`src/rtl/acdc_capture_controller.sv`:
```
// AC/DC capture sequencer: debounces the mode buttons, paces the shared ADC,
// conditions each sample and fills the display line buffer one frame at a time.

module acdc_debounce #(
  parameter int CYCLES = 100
) (
  input  logic clk,
  input  logic rst,
  input  logic btn_n,
  output logic press
);

  localparam int CNT_W = $clog2(CYCLES + 1);
  localparam logic [CNT_W-1:0] CNT_MAX = CNT_W'(CYCLES);

  logic [CNT_W-1:0] cnt;
  logic             fired;

  // fired blocks repeat events until the button is released and rearmed
  always_ff @(posedge clk or posedge rst) begin
    if (rst) begin
      cnt   <= '0;
      fired <= 1'b0;
      press <= 1'b0;
    end else begin
      press <= (cnt == CNT_MAX) && !fired;
      if (btn_n) begin
        cnt   <= '0;
        fired <= 1'b0;
      end else begin
        if (cnt != CNT_MAX) cnt <= cnt + CNT_W'(1);
        if (cnt == CNT_MAX) fired <= 1'b1;
      end
    end
  end

endmodule

module acdc_capture_controller #(
  parameter int DEBOUNCE_CYCLES = 100,
  parameter int SAMPLE_PERIOD   = 1000,
  parameter int NUM_SAMPLES     = 640,
  parameter int ADDR_W          = 10,
  parameter int DATA_W          = 12
) (
  input  logic              clk,
  input  logic              rst,
  input  logic              ac_button,
  input  logic              dc_button,
  output logic [1:0]        mode,
  output logic              adc_start,
  input  logic              adc_done,
  input  logic [DATA_W-1:0] adc_data,
  output logic              buf_we,
  output logic [ADDR_W-1:0] buf_addr,
  output logic [DATA_W-1:0] buf_wdata,
  output logic              frame_done,
  output logic              overrun
);

  localparam int TM_W = $clog2(SAMPLE_PERIOD);
  localparam logic [TM_W-1:0]   TM_LAST   = TM_W'(SAMPLE_PERIOD - 1);
  localparam logic [ADDR_W-1:0] ADDR_LAST = ADDR_W'(NUM_SAMPLES - 1);

  localparam logic [1:0] MODE_NONE = 2'b00;
  localparam logic [1:0] MODE_AC   = 2'b01;
  localparam logic [1:0] MODE_DC   = 2'b10;

  typedef enum logic [2:0] {
    S_IDLE,
    S_WAIT_TICK,
    S_START,
    S_WAIT_DONE,
    S_WRITE
  } state_t;

  state_t            state;
  logic [TM_W-1:0]   timer;
  logic              pend_valid;
  logic [1:0]        pend_mode;
  logic              ac_ev;
  logic              dc_ev;

  logic              new_req;
  logic [1:0]        new_mode;
  logic              req_valid;
  logic [1:0]        req_mode;
  logic              tick;
  logic              apply;
  logic [DATA_W-1:0] cond_data;

  acdc_debounce #(.CYCLES(DEBOUNCE_CYCLES)) u_db_ac (
    .clk   (clk),
    .rst   (rst),
    .btn_n (ac_button),
    .press (ac_ev)
  );

  acdc_debounce #(.CYCLES(DEBOUNCE_CYCLES)) u_db_dc (
    .clk   (clk),
    .rst   (rst),
    .btn_n (dc_button),
    .press (dc_ev)
  );

  // Simultaneous AC and DC events cancel each other out.
  always_comb begin
    new_req   = ac_ev ^ dc_ev;
    new_mode  = ac_ev ? MODE_AC : MODE_DC;
    req_valid = new_req | pend_valid;
    req_mode  = new_req ? new_mode : pend_mode;
    tick      = (mode != MODE_NONE) && (timer == TM_LAST);
    apply     = 1'b0;
    case (state)
      S_IDLE, S_WAIT_TICK: apply = req_valid;
      S_WAIT_DONE:         apply = req_valid && adc_done;
      default:             apply = 1'b0;
    endcase
    if (mode == MODE_AC) cond_data = {~adc_data[DATA_W-1], adc_data[DATA_W-2:0]};
    else                 cond_data = adc_data;
  end

  always_ff @(posedge clk or posedge rst) begin
    if (rst) begin
      state      <= S_IDLE;
      mode       <= MODE_NONE;
      timer      <= '0;
      pend_valid <= 1'b0;
      pend_mode  <= MODE_NONE;
      adc_start  <= 1'b0;
      buf_we     <= 1'b0;
      buf_addr   <= '0;
      buf_wdata  <= '0;
      frame_done <= 1'b0;
      overrun    <= 1'b0;
    end else begin
      adc_start  <= 1'b0;
      buf_we     <= 1'b0;
      frame_done <= 1'b0;

      if (apply) begin
        timer <= '0;
      end else if (mode != MODE_NONE) begin
        timer <= tick ? '0 : timer + TM_W'(1);
      end

      if (apply) begin
        pend_valid <= 1'b0;
      end else if (new_req) begin
        pend_valid <= 1'b1;
        pend_mode  <= new_mode;
      end

      // Applying a mode drops any in-flight sample and restarts the frame.
      if (apply) begin
        mode     <= req_mode;
        buf_addr <= '0;
        overrun  <= 1'b0;
        state    <= S_WAIT_TICK;
      end else begin
        if (tick && state != S_WAIT_TICK) overrun <= 1'b1;
        case (state)
          S_WAIT_TICK: begin
            if (tick) begin
              state     <= S_START;
              adc_start <= 1'b1;
            end
          end
          S_START: begin
            state <= S_WAIT_DONE;
          end
          S_WAIT_DONE: begin
            if (adc_done) begin
              state      <= S_WRITE;
              buf_we     <= 1'b1;
              buf_wdata  <= cond_data;
              frame_done <= (buf_addr == ADDR_LAST);
            end
          end
          S_WRITE: begin
            state    <= S_WAIT_TICK;
            buf_addr <= (buf_addr == ADDR_LAST) ? '0 : buf_addr + ADDR_W'(1);
          end
          default: begin
            state <= S_IDLE;
          end
        endcase
      end
    end
  end

endmodule

```
`config.mk`:
```
export PLATFORM = sky130hd
export DESIGN_NAME = acdc_capture_controller
export DESIGN_NICKNAME = d
export VERILOG_FILES = /design/src/rtl/acdc_capture_controller.sv
export SDC_FILE = /design/constraint.sdc
export NUM_CORES = 1
export LEC_CHECK = 0
export CAP_MARGIN = 20
export CORE_ASPECT_RATIO = 0.5
export CORE_UTILIZATION = 50
export CTS_BUF_LIST = sky130_fd_sc_hd__clkbuf_8
export CTS_CLUSTER_DIAMETER = 80
export DETAILED_ROUTE_END_ITERATION = 16
export HOLD_SLACK_MARGIN = 0.05
export PLACE_DENSITY_LB_ADDON = 0.15
export SLEW_MARGIN = 10
export SYNTH_ARGS = -nofsm -noshare
export SYNTH_HDL_FRONTEND = slang
export SYNTH_SLANG_ARGS = --single-unit
```
`constraint.sdc`:
```
create_clock -name clk -period 3.15 [get_ports clk]
set_clock_uncertainty 0.2 [all_clocks]
set_input_delay 0.4725 -clock clk [delete_from_list [all_inputs] [get_ports clk]]
set_output_delay 0.4725 -clock clk [all_outputs]
set_load 0.01 [all_outputs]
```
Yosys cells after proc, flatten, opt, wreduce, memory -nomap -nowiden
Cells that the tools add are included.
{"block": "word_totals", "output_inout_bits": 28, "reg_bits": 62, "input_bits": 17}
{"block": "op_classes", "n_bitwise": 4, "addsub": 4, "n_eq_ne": 14, "n_reduce_logical": 20, "mux": 35}
{"operator": "2-to-1 mux 10 bit", "count": 6}
{"operator": "2-to-1 mux 7 bit", "count": 4}
{"operator": "adder 10 x 1 -> 10 bit (second input constant)", "count": 2}
{"operator": "== test 10 bit (second input constant)", "count": 2}
{"operator": "nonzero test 2 bit", "count": 9}
{"operator": "2-to-1 mux 1 bit", "count": 17}
{"operator": "adder 7 x 1 -> 7 bit (second input constant)", "count": 2}
{"operator": "== test 7 bit (second input constant)", "count": 2}
{"operator": "!= test 7 bit (second input constant)", "count": 2}
{"operator": "2-to-1 mux 12 bit", "count": 1}
{"operator": "one-hot mux 3 bit (4 select lines)", "count": 1}
{"operator": "2-to-1 mux 3 bit", "count": 3}
{"operator": "== test 3 x 2 -> 1 bit (second input constant)", "count": 2}
{"operator": "!= test 3 bit (second input constant)", "count": 2}
{"operator": "logical AND 1 bit", "count": 5}
{"operator": "2-to-1 mux 2 bit", "count": 2}
{"operator": "== test 3 x 1 -> 1 bit (second input constant)", "count": 1}
{"operator": "== test 3 bit (second input constant)", "count": 1}
{"operator": "zero test 3 bit", "count": 1}
{"operator": "!= test 3 x 1 -> 1 bit (second input constant)", "count": 1}
{"operator": "AND reduction 3 bit", "count": 1}
{"operator": "== test 2 x 1 -> 1 bit (second input constant)", "count": 1}
{"operator": "zero test 1 bit", "count": 2}
{"operator": "NOT 1 bit", "count": 2}
{"operator": "other kinds (5)", "count": 5}

Depth between registers and ports, before layout
Gate-level depths: netlist of the first run.
{"block": "depth", "ltp_word": 6, "ltp_mapped": 7, "mapped_depth_nobuf": 6}

Cells and area by module
Synthesis of the first run repeated with hierarchy kept, for this count alone.
{"block": "unflattened", "cells_unflattened": 297, "hier_area_um2": 3078.0}
{"mod": "acdc_capture_controller", "seq_area_each_um2": 1101.1, "instances": 1, "area_per_inst_um2": 2172.1, "cells_per_inst": 205}
{"mod": "acdc_debounce", "seq_area_each_um2": 225.2, "instances": 2, "area_per_inst_um2": 452.9, "cells_per_inst": 46}

Least setup slack after synthesis of the first run
Ideal clock, no wire load.
{"block": "synth_path", "path_kind": "flip-flop to flip-flop", "startpoint": "register u_db_dc.press", "endpoint": "register buf_wdata[0]", "path_buffers": 2, "path_stages_with_launch": 7, "arrival_ps": 1620, "required_ps": 2825, "setup_slack_ps": 1205, "setup_ps": 125, "path_cell_list": "dfrtp_1 > xor2_1 > nor2_1 > and3_1 > buf_2 > buf_6 > mux2_2"}
{"block": "synth_via", "elab_chain_len": 6}
{"item": "start, declared", "line": "10", "source": "output logic press"}
{"item": "start signal, assigned", "line": "26", "source": "press <= (cnt == CNT_MAX) && !fired;"}
{"item": "XOR 1 bit (*)", "line": "108", "source": "new_req = ac_ev ^ dc_ev;"}
{"item": "OR 1 bit (*)", "line": "110", "source": "req_valid = new_req | pend_valid;"}
{"item": "logical AND 1 bit", "line": "116", "source": "S_WAIT_DONE: apply = req_valid && adc_done;"}
{"item": "one-hot mux 1 bit (2 select lines) (*)", "line": "114", "source": "case (state)"}
{"item": "NOT 1 bit (no line) (*)"}
{"item": "AND reduction 3 bit (no line) (*)"}
{"item": "end signal, assigned", "line": "176", "source": "buf_wdata <= cond_data;"}
{"item": "end, declared", "line": "56", "source": "output logic [DATA_W-1:0] buf_wdata,"}
Every way passes the cells marked *; elsewhere a longest branch is shown, timed or not.
A chain may end at the register's enable or synchronous reset.

Worst setup path after layout of the first run
Ends and elaborated chain as after synthesis.

==> summary.txt, run 1 <==
Status
  – Status: finished clean

Synthesis
  – Ys async rst share: 1.00
  – Mapped Cells: 283
  – Synth Area per Inst: 10.2 sq um
  – Number of synthesized flops with an enable pin: 0
  – Synth Register Bits: 62
  – Yosys warns: 0
  – Sequential area share after synthesis: 0.537
  – Most common flop cell mapped by yosys: dfrtp_1
  – Syn_nets: 306
  – Count of cell types in the netlist: 42
  – Synth Cell Area: 0.00289 sq mm

Clock network
  – Worst-path clk slew: 0.07 ns
  – Setup bufs post-CTS: 0
  – TritonCTS buffer count: 9
  – CTS tree: yes
  – Clk buf depth: 2
  – CTS Root Cell: clkbuf_8
  – H-tree depth: 3
  – Clock latency on the worst-skew pair: 0.34 ns
  – Sinks on Clock Net: 62
  – Post-CTS resize count: 0
  – Hold buffer count at CTS: 0

Timing
  – RSZ-0062 raised after global routing: no
  – Worst Max-Slew Pin Slew: 0.775 ns
  – Setup ws final: 0.827 ns
  – Count of final max-slew check failures: 0
  – Worst slew margin: 0.483
  – Tcrit/Tclk final: 0.737
  – Minimum clock period: 2.32 ns
  – # setup viols final: 0
  – TNS Setup: 0 ns
  – Fmax: 0.430 GHz
  – Final hold violations: 0

GRT
  – Vias in the first global route: 2119
  – All-Layer GR Usage: 0.225
  – First-pass GRT wire length: 10100 microns
  – Antenna violations before repair: 0
  – GRT Residual Overflow: 0
  – Largest net degree at the start of global routing: 63

Detailed routing
  – Per-cell routed wire length: 14.4 microns
  – Vias: 2182
  – 1st-iter DRT viols: 69
  – DRT Pass-1 Iters: 5
  – Post-Route WL: 5880 microns
  – Antenna Nets Post-Route: 0
  – Remaining DRCs: 0
  – Drt via density: 5.33

Die
  – Die Y: 55.8 microns
  – Die W: 110 microns
  – Ports: 45
  – Core box area: 0.00552 sq mm
  – Die ar.: 0.00610 sq mm
  – Initial core utilization: 0.524
  – Rows: 19

Setup path
  – CP startpoint: u_db_dc.press$_DFF_PP0_
  – Critical path class: register to register
  – Critical path fanouts, max: 15
  – Buf/Inv on CP: 0
  – Max stage delay on crit path: 0.63 ns
  – Kind of cell adding the most delay to the critical path: simple AND/OR/NAND/NOR gates
  – Worst path cell trace: xor2_1 > nor2_1 > and3_1 > mux2_2
  – CP max-delay cell: and3_1
  – Required time of the critical path: 3.17 ns
  – Critical path endpoint category: register
  – Origin of the critical flop-to-flop path: u_db_dc.press$_DFF_PP0_
  – Critical Path Start Type: register
  – CP arrival: 2.35 ns

Worst hold path
  – Min-Delay Startpoint: u_db_ac.fired$_DFFE_PP0P_
  – Hold WC Path Type: register to register

Power and ir drop
  – PwrDens: 443 mW/mm^2
  – Leak pwr: 0.00162 uW
  – Peak VDD IR: 0.000291 V

Job
  – Max-Cap Viols: 0

Cells and area
  – Filler cells: 440
  – Share of layout cells above drive strength 1: 0.0982
  – Area grow syn2layout: 23.9%
  – # diodes: 0
  – Final nets: 354

Placement
  – DP HPWL: 4040 microns
  – Pre-CTS WS: 0.646 ns
  – RD Place Congestion: 0.800
  – IO Port Bufs: 44
[power by group]
group / total [uW] / switching (uW) / internal [uW] / leakage (uW)
Combinational: 64.0 / 32.9 / 31.1 / 0.000656
Sequential: 817 / 11.1 / 806 / 0.000850
Clock: 706 / 304 / 401 / 0.000110
Total: 1590 / 348 / 1240 / 0.00162
[cells in the mapped netlist (2+ instances only)]
| library cell | count | share of area |
|---|---|---|
| dfrtp_1 | 62 | 0.54 |
| nor2_1 | 45 | 0.058 |
| nand2_1 | 28 | 0.036 |
| a21oi_1 | 19 | 0.033 |
| xnor2_1 | 14 | 0.042 |
| nand3_1 | 12 | 0.021 |
| inv_1 | 11 | 0.014 |
| mux2_2 | 11 | 0.043 |
| o21ai_0 | 8 | 0.014 |
| xor2_1 | 8 | 0.024 |
| and3_1 | 6 | 0.013 |
| ha_1 | 6 | 0.026 |
| or3_1 | 6 | 0.013 |
| buf_2 | 3 | 0.0052 |
| nand3b_1 | 3 | 0.0078 |
| nand4_1 | 3 | 0.0065 |
| a211oi_1 | 2 | 0.0052 |
| a31oi_1 | 2 | 0.0043 |
| and2_1 | 2 | 0.0043 |
| buf_1 | 2 | 0.0026 |
| buf_6 | 2 | 0.0078 |
| maj3_1 | 2 | 0.0069 |
| nand4b_1 | 2 | 0.0061 |
| nor2b_1 | 2 | 0.0043 |
| nor4bb_1 | 2 | 0.0069 |
| o21bai_1 | 2 | 0.0052 |
| o22ai_1 | 2 | 0.0043 |
| or2_2 | 2 | 0.0043 |
[path summary, 6_finish.rpt]
path,slack (ns),cells past startpoint,end
max,0.83,4,buf_wdata[0]$_DFFE_PP0P_
min in group asynchronous,0.48,3,buf_wdata[7]$_DFFE_PP0P_
min reg2reg,0.22,1,u_db_ac.press$_DFF_PP0_
max reg2reg,0.83,4,buf_wdata[0]$_DFFE_PP0P_
min,0.22,1,u_db_ac.press$_DFF_PP0_
max in group asynchronous,1.75,3,timer[6]$_DFFE_PP0P_
[flip-flops by register name, indices dropped and copies added (netlist names), 2 cells and up]
signal	count
buf_wdata	12
buf_addr	10
timer	10
u_db_ac.cnt	7
u_db_dc.cnt	7
state	3
mode	2
pend_mode	2
[kinds of logic (layout without fill, tap and decap cells)]
kind of cell	count (synthesis)	after routing	share of synthesized area
AO/OA/AOI/OAI	40	40	0.0866
XOR/XNOR	22	22	0.0667
adder cells (fa/ha/maj)	8	8	0.0329
buffers and inverters	20	73	0.0338
flip-flops	62	62	0.537
multiplexers	11	11	0.0429
AND/OR/NAND/NOR	120	120	0.200
[metal layers]
layer | global-route usage | vias up | wire (microns)
li1 | - | 1053 | -
met1 | 0.286 | 1092 | 2690
met2 | 0.352 | 33 | 2990
met3 | 0.0925 | 4 | 182
met4 | 0.0667 | 0 | 22
met5 | 0 | - | 0
[area by class of cell]
| type | count | area (sq um) | area share |
|---|---|---|---|
| Multi-Input combinational cell | 201 | 1240 | 0.346 |
| Clock buffer | 11 | 151 | 0.0423 |
| Inverter | 11 | 41.3 | 0.0115 |
| Clock inverter | 5 | 48.8 | 0.0136 |
| Timing Repair Buffer | 46 | 455 | 0.127 |
| Sequential cell | 62 | 1550 | 0.433 |
| Tap cell | 73 | 91.3 | 0.0255 |
[cells in the final DEF, fill, tap and decap left out, types with 2 or more instances in the layout]
cell	n
dfrtp_1	62
nand2_1	28
and3_1	6
clkinv_2	3
nand3b_1	3
nor2_1	45
xnor2_1	14
nand4b_1	2
nand4_1	3
or2_2	2
nand3_1	12
clkbuf_8	11
nor2b_1	2
o22ai_1	2
nor4bb_1	2
clkdlybuf4s50_1	44
inv_1	11
o21bai_1	2
maj3_1	2
a21oi_1	19
o21ai_0	8
mux2_2	11
ha_1	6
or3_1	6
a211oi_1	2
and2_1	2
a31oi_1	2
buf_4	2
xor2_1	8
[stage by stage]
stage          utilization  cell area (sq um)  hold WS (ns)  cells  power (uW)
2_1_floorplan            -               2890         0.203    283         865
3_3_place_gp         0.613               3380         0.212    393         894
3_5_place_dp         0.613               3380         0.220    393         896
4_1_cts              0.649               3580         0.224    409        1600
5_1_grt              0.649               3580         0.264    409        1670
6_report             0.649               3580         0.224    409        1590
Note: power is estimated with default switching activity, not from simulation.
==> run 2, diff against run 1 <==
Clock period 3.15 ns to 2.3 ns, I/O delays scaled along.
==> summary.txt, run 2 (synthesis results as in run 1) <==
Status
  – Status: finished clean

Cells and area
  – Share of layout cells above drive strength 1: 0.114 (+0.0158)
  – Most common cell after layout, fill and taps aside: dfrtp_1
  – Fin area: 0.00363 sq mm (+1.5%)
  – Largest register FFs: 12 (unchanged)
  – Area grow syn2layout: 25.8%
  – # diodes: 0 (unchanged)
  – Multi-input logic area: 0.00124 sq mm (unchanged)
  – Most frequent cells in the layout: 62 x dfrtp_1, 45 x nor2_1, 44 x clkdlybuf4s50_1
  – Filler cells: 458 (+4.1%)
  – Reg area: 0.00155 sq mm (unchanged)
  – Final nets: 361 (+2.0%)
  – Largest regs: buf_wdata (12), buf_addr (10), timer (10)
  – Most flops, register: buf_wdata

Clock network
  – Post-CTS resize count: 0 (unchanged)
  – CTS Root Cell: clkbuf_8
  – Hold buffer count at CTS: 0 (unchanged)
  – Clk buf depth: 2 (unchanged)
  – H-tree depth: 3 (unchanged)
  – Worst-path clk slew: 0.07 ns (about the same)
  – TritonCTS buffer count: 9 (unchanged)
  – CTS tree: yes
  – Clock latency on the worst-skew pair: 0.35 ns (about the same)
  – Sinks on Clock Net: 62 (unchanged)
  – Setup bufs post-CTS: 0 (unchanged)

GRT
  – All-Layer GR Usage: 0.223 (-0.00120)
  – GRT Max-Usage Layer: met2
  – First-pass GRT wire length: 10100 microns (-0.34%)
  – Global Route met3 Usage: 0.0890 (-0.00351)
  – Antenna violations before repair: 0 (unchanged)
  – Met1 usage: 0.272 (-0.0138)
  – GRT Residual Overflow: 0 (unchanged)
  – Vias in the first global route: 2181 (+2.9%)
  – Met2 Track Usage GR: 0.362 (+0.00988)
  – Largest net degree at the start of global routing: 28 (-56%)

Placement
  – Area post-placement: 0.00344 sq mm (+1.9%)
  – RD Place Congestion: 0.848 (+6.0%)
  – IO Port Bufs: 44 (unchanged)
  – DP HPWL: 4270 microns (+5.5%)

Die
  – Core box area: 0.00552 sq mm (unchanged)
  – Initial core utilization: 0.524 (unchanged)
  – Die W: 110 microns (unchanged)
  – Die ar.: 0.00610 sq mm (unchanged)
  – Ports: 45 (unchanged)
  – Rows: 19 (unchanged)
  – Die Y: 55.8 microns (unchanged)

Timing
  – Worst Max-Slew Pin Slew: 0.594 ns (-0.181 ns)
  – Tcrit/Tclk final: 0.878 (+0.140)
  – Fmax: 0.495 GHz (+15%)
  – Count of final max-slew check failures: 0 (unchanged)
  – # setup viols final: 0 (unchanged)
  – Worst slew margin: 0.603 (+0.120)
  – TNS Setup: 0 ns (unchanged)
  – Final hold violations: 0 (unchanged)
  – RSZ-0062 raised after global routing: no
  – Minimum clock period: 2.02 ns (-0.305 ns)

Setup path
  – Critical path fanouts, max: 5 (-10)
  – Register-to-register setup slack: 0.28 ns (-0.55 ns)
  – CP Capture Point: buf_addr[9]$_DFFE_PP0P_
  – Critical Path Start Type: register
  – CP startpoint: buf_addr[4]$_DFFE_PP0P_
  – Required time of the critical path: 2.31 ns (-0.86 ns)
  – R2R Path End: buf_addr[9]$_DFFE_PP0P_
  – Critical path class: register to register
  – Critical path endpoint category: register
  – CP arrival: 2.03 ns (-0.32 ns)
  – Worst Reg-to-Reg Cells: 4 (unchanged)
  – Origin of the critical flop-to-flop path: buf_addr[4]$_DFFE_PP0P_

Job
  – Max-Cap Viols: 0 (unchanged)

Detailed routing
  – Vias: 2174 (-0.37%)
  – Post-Route WL: 5800 microns (-1.3%)
  – 1st-iter DRT viols: 108 (+57%)
  – DRT Pass-1 Iters: 6 (+1)
  – Drt via density: 5.24 (-1.8%)
  – Remaining DRCs: 0 (unchanged)
  – Per-cell routed wire length: 14.0 microns (-2.8%)
  – Antenna Nets Post-Route: 0 (unchanged)

Power and ir drop
  – PwrDens: 590 mW/mm^2 (+33%)
  – Peak VDD IR: 0.000511 V (+76%)
  – Leak pwr: 0.00165 uW (+1.8%)

Worst hold path
  – Hold WC Path Type: input pin to asynchronous set/reset pin
-- run 2: cell count changes in the layout (fill, tap and decap cells not counted) --
cell	change
buf_12	+1
buf_4	+6
clkinvlp_4	+1
clkinv_2	-1
clkbuf_8	-1
-- run 2: how the worst min path moves through the flow --
stage	endpoint	slack, ns	cells after the start
6_report	buf_wdata[7]$_DFFE_PP0P_	0.18	2
3_5_place_dp	u_db_dc.press$_DFF_PP0_	0.22	1
2_1_floorplan	u_db_ac.press$_DFF_PP0_	0.20	1
5_1_grt	u_db_dc.press$_DFF_PP0_	0.24	1
3_3_place_gp	u_db_dc.press$_DFF_PP0_	0.21	1
4_1_cts	buf_wdata[4]$_DFFE_PP0P_	0.19	2
-- run 2: worst max-delay path, stage by stage (launching register included) --
cell and delay (ns):
dfrtp_1 0.44, nand4_1 0.23, or3_1 0.48, o21ai_0 0.44, nor2_1 0.10
-- run 2: stage by stage --
| stage | utilization | instances | power, uW | setup WS [ns] | hold WS, ns |
|---|---|---|---|---|---|
| after CTS | 0.659 | 415 | 2170 | 0.274 | 0.191 |
| final | 0.659 | 415 | 2140 | 0.282 | 0.183 |
| after detailed placement | 0.625 | 400 | 1230 | 0.133 | 0.223 |
| after global placement | 0.625 | 400 | 1230 | 0.201 | 0.211 |
| after floorplan | - | 283 | 1180 | 0.214 | 0.203 |
| after global routing | 0.659 | 415 | 2240 | 0.162 | 0.243 |
-- run 2: layout make-up --
type	count	share of cell area
Clock buffer	10	0.0379
Clock inverter	5	0.0141
Inverter	11	0.0114
Sequential cell	62	0.427
Tap cell	73	0.0251
Multi-Input combinational cell	201	0.341
Timing Repair Buffer	53	0.143
-- run 2: layer usage --
| metal | vias up | wire (microns) |
|---|---|---|
| met5 | - | 0 |
| met4 | 0 | 72 |
| met3 | 10 | 207 |
| met2 | 22 | 2830 |
| met1 | 1076 | 2690 |
| li1 | 1066 | - |
-- run 2: power breakdown --
group | total (uW) | switching (uW) | leakage (uW) | internal (uW)
clock network | 931 | 416 | 0.0000993 | 515
logic | 92.6 | 46.3 | 0.000696 | 46.2
registers | 1120 | 15.3 | 0.000850 | 1100
total | 2140 | 477 | 0.00165 | 1670
==> run 3, diff against run 2 <==
Settings changed: TNS_END_PERCENT set to 10.
==> results of run 3 <==
Final layout, timing and power as in run 2 (identical DEF).
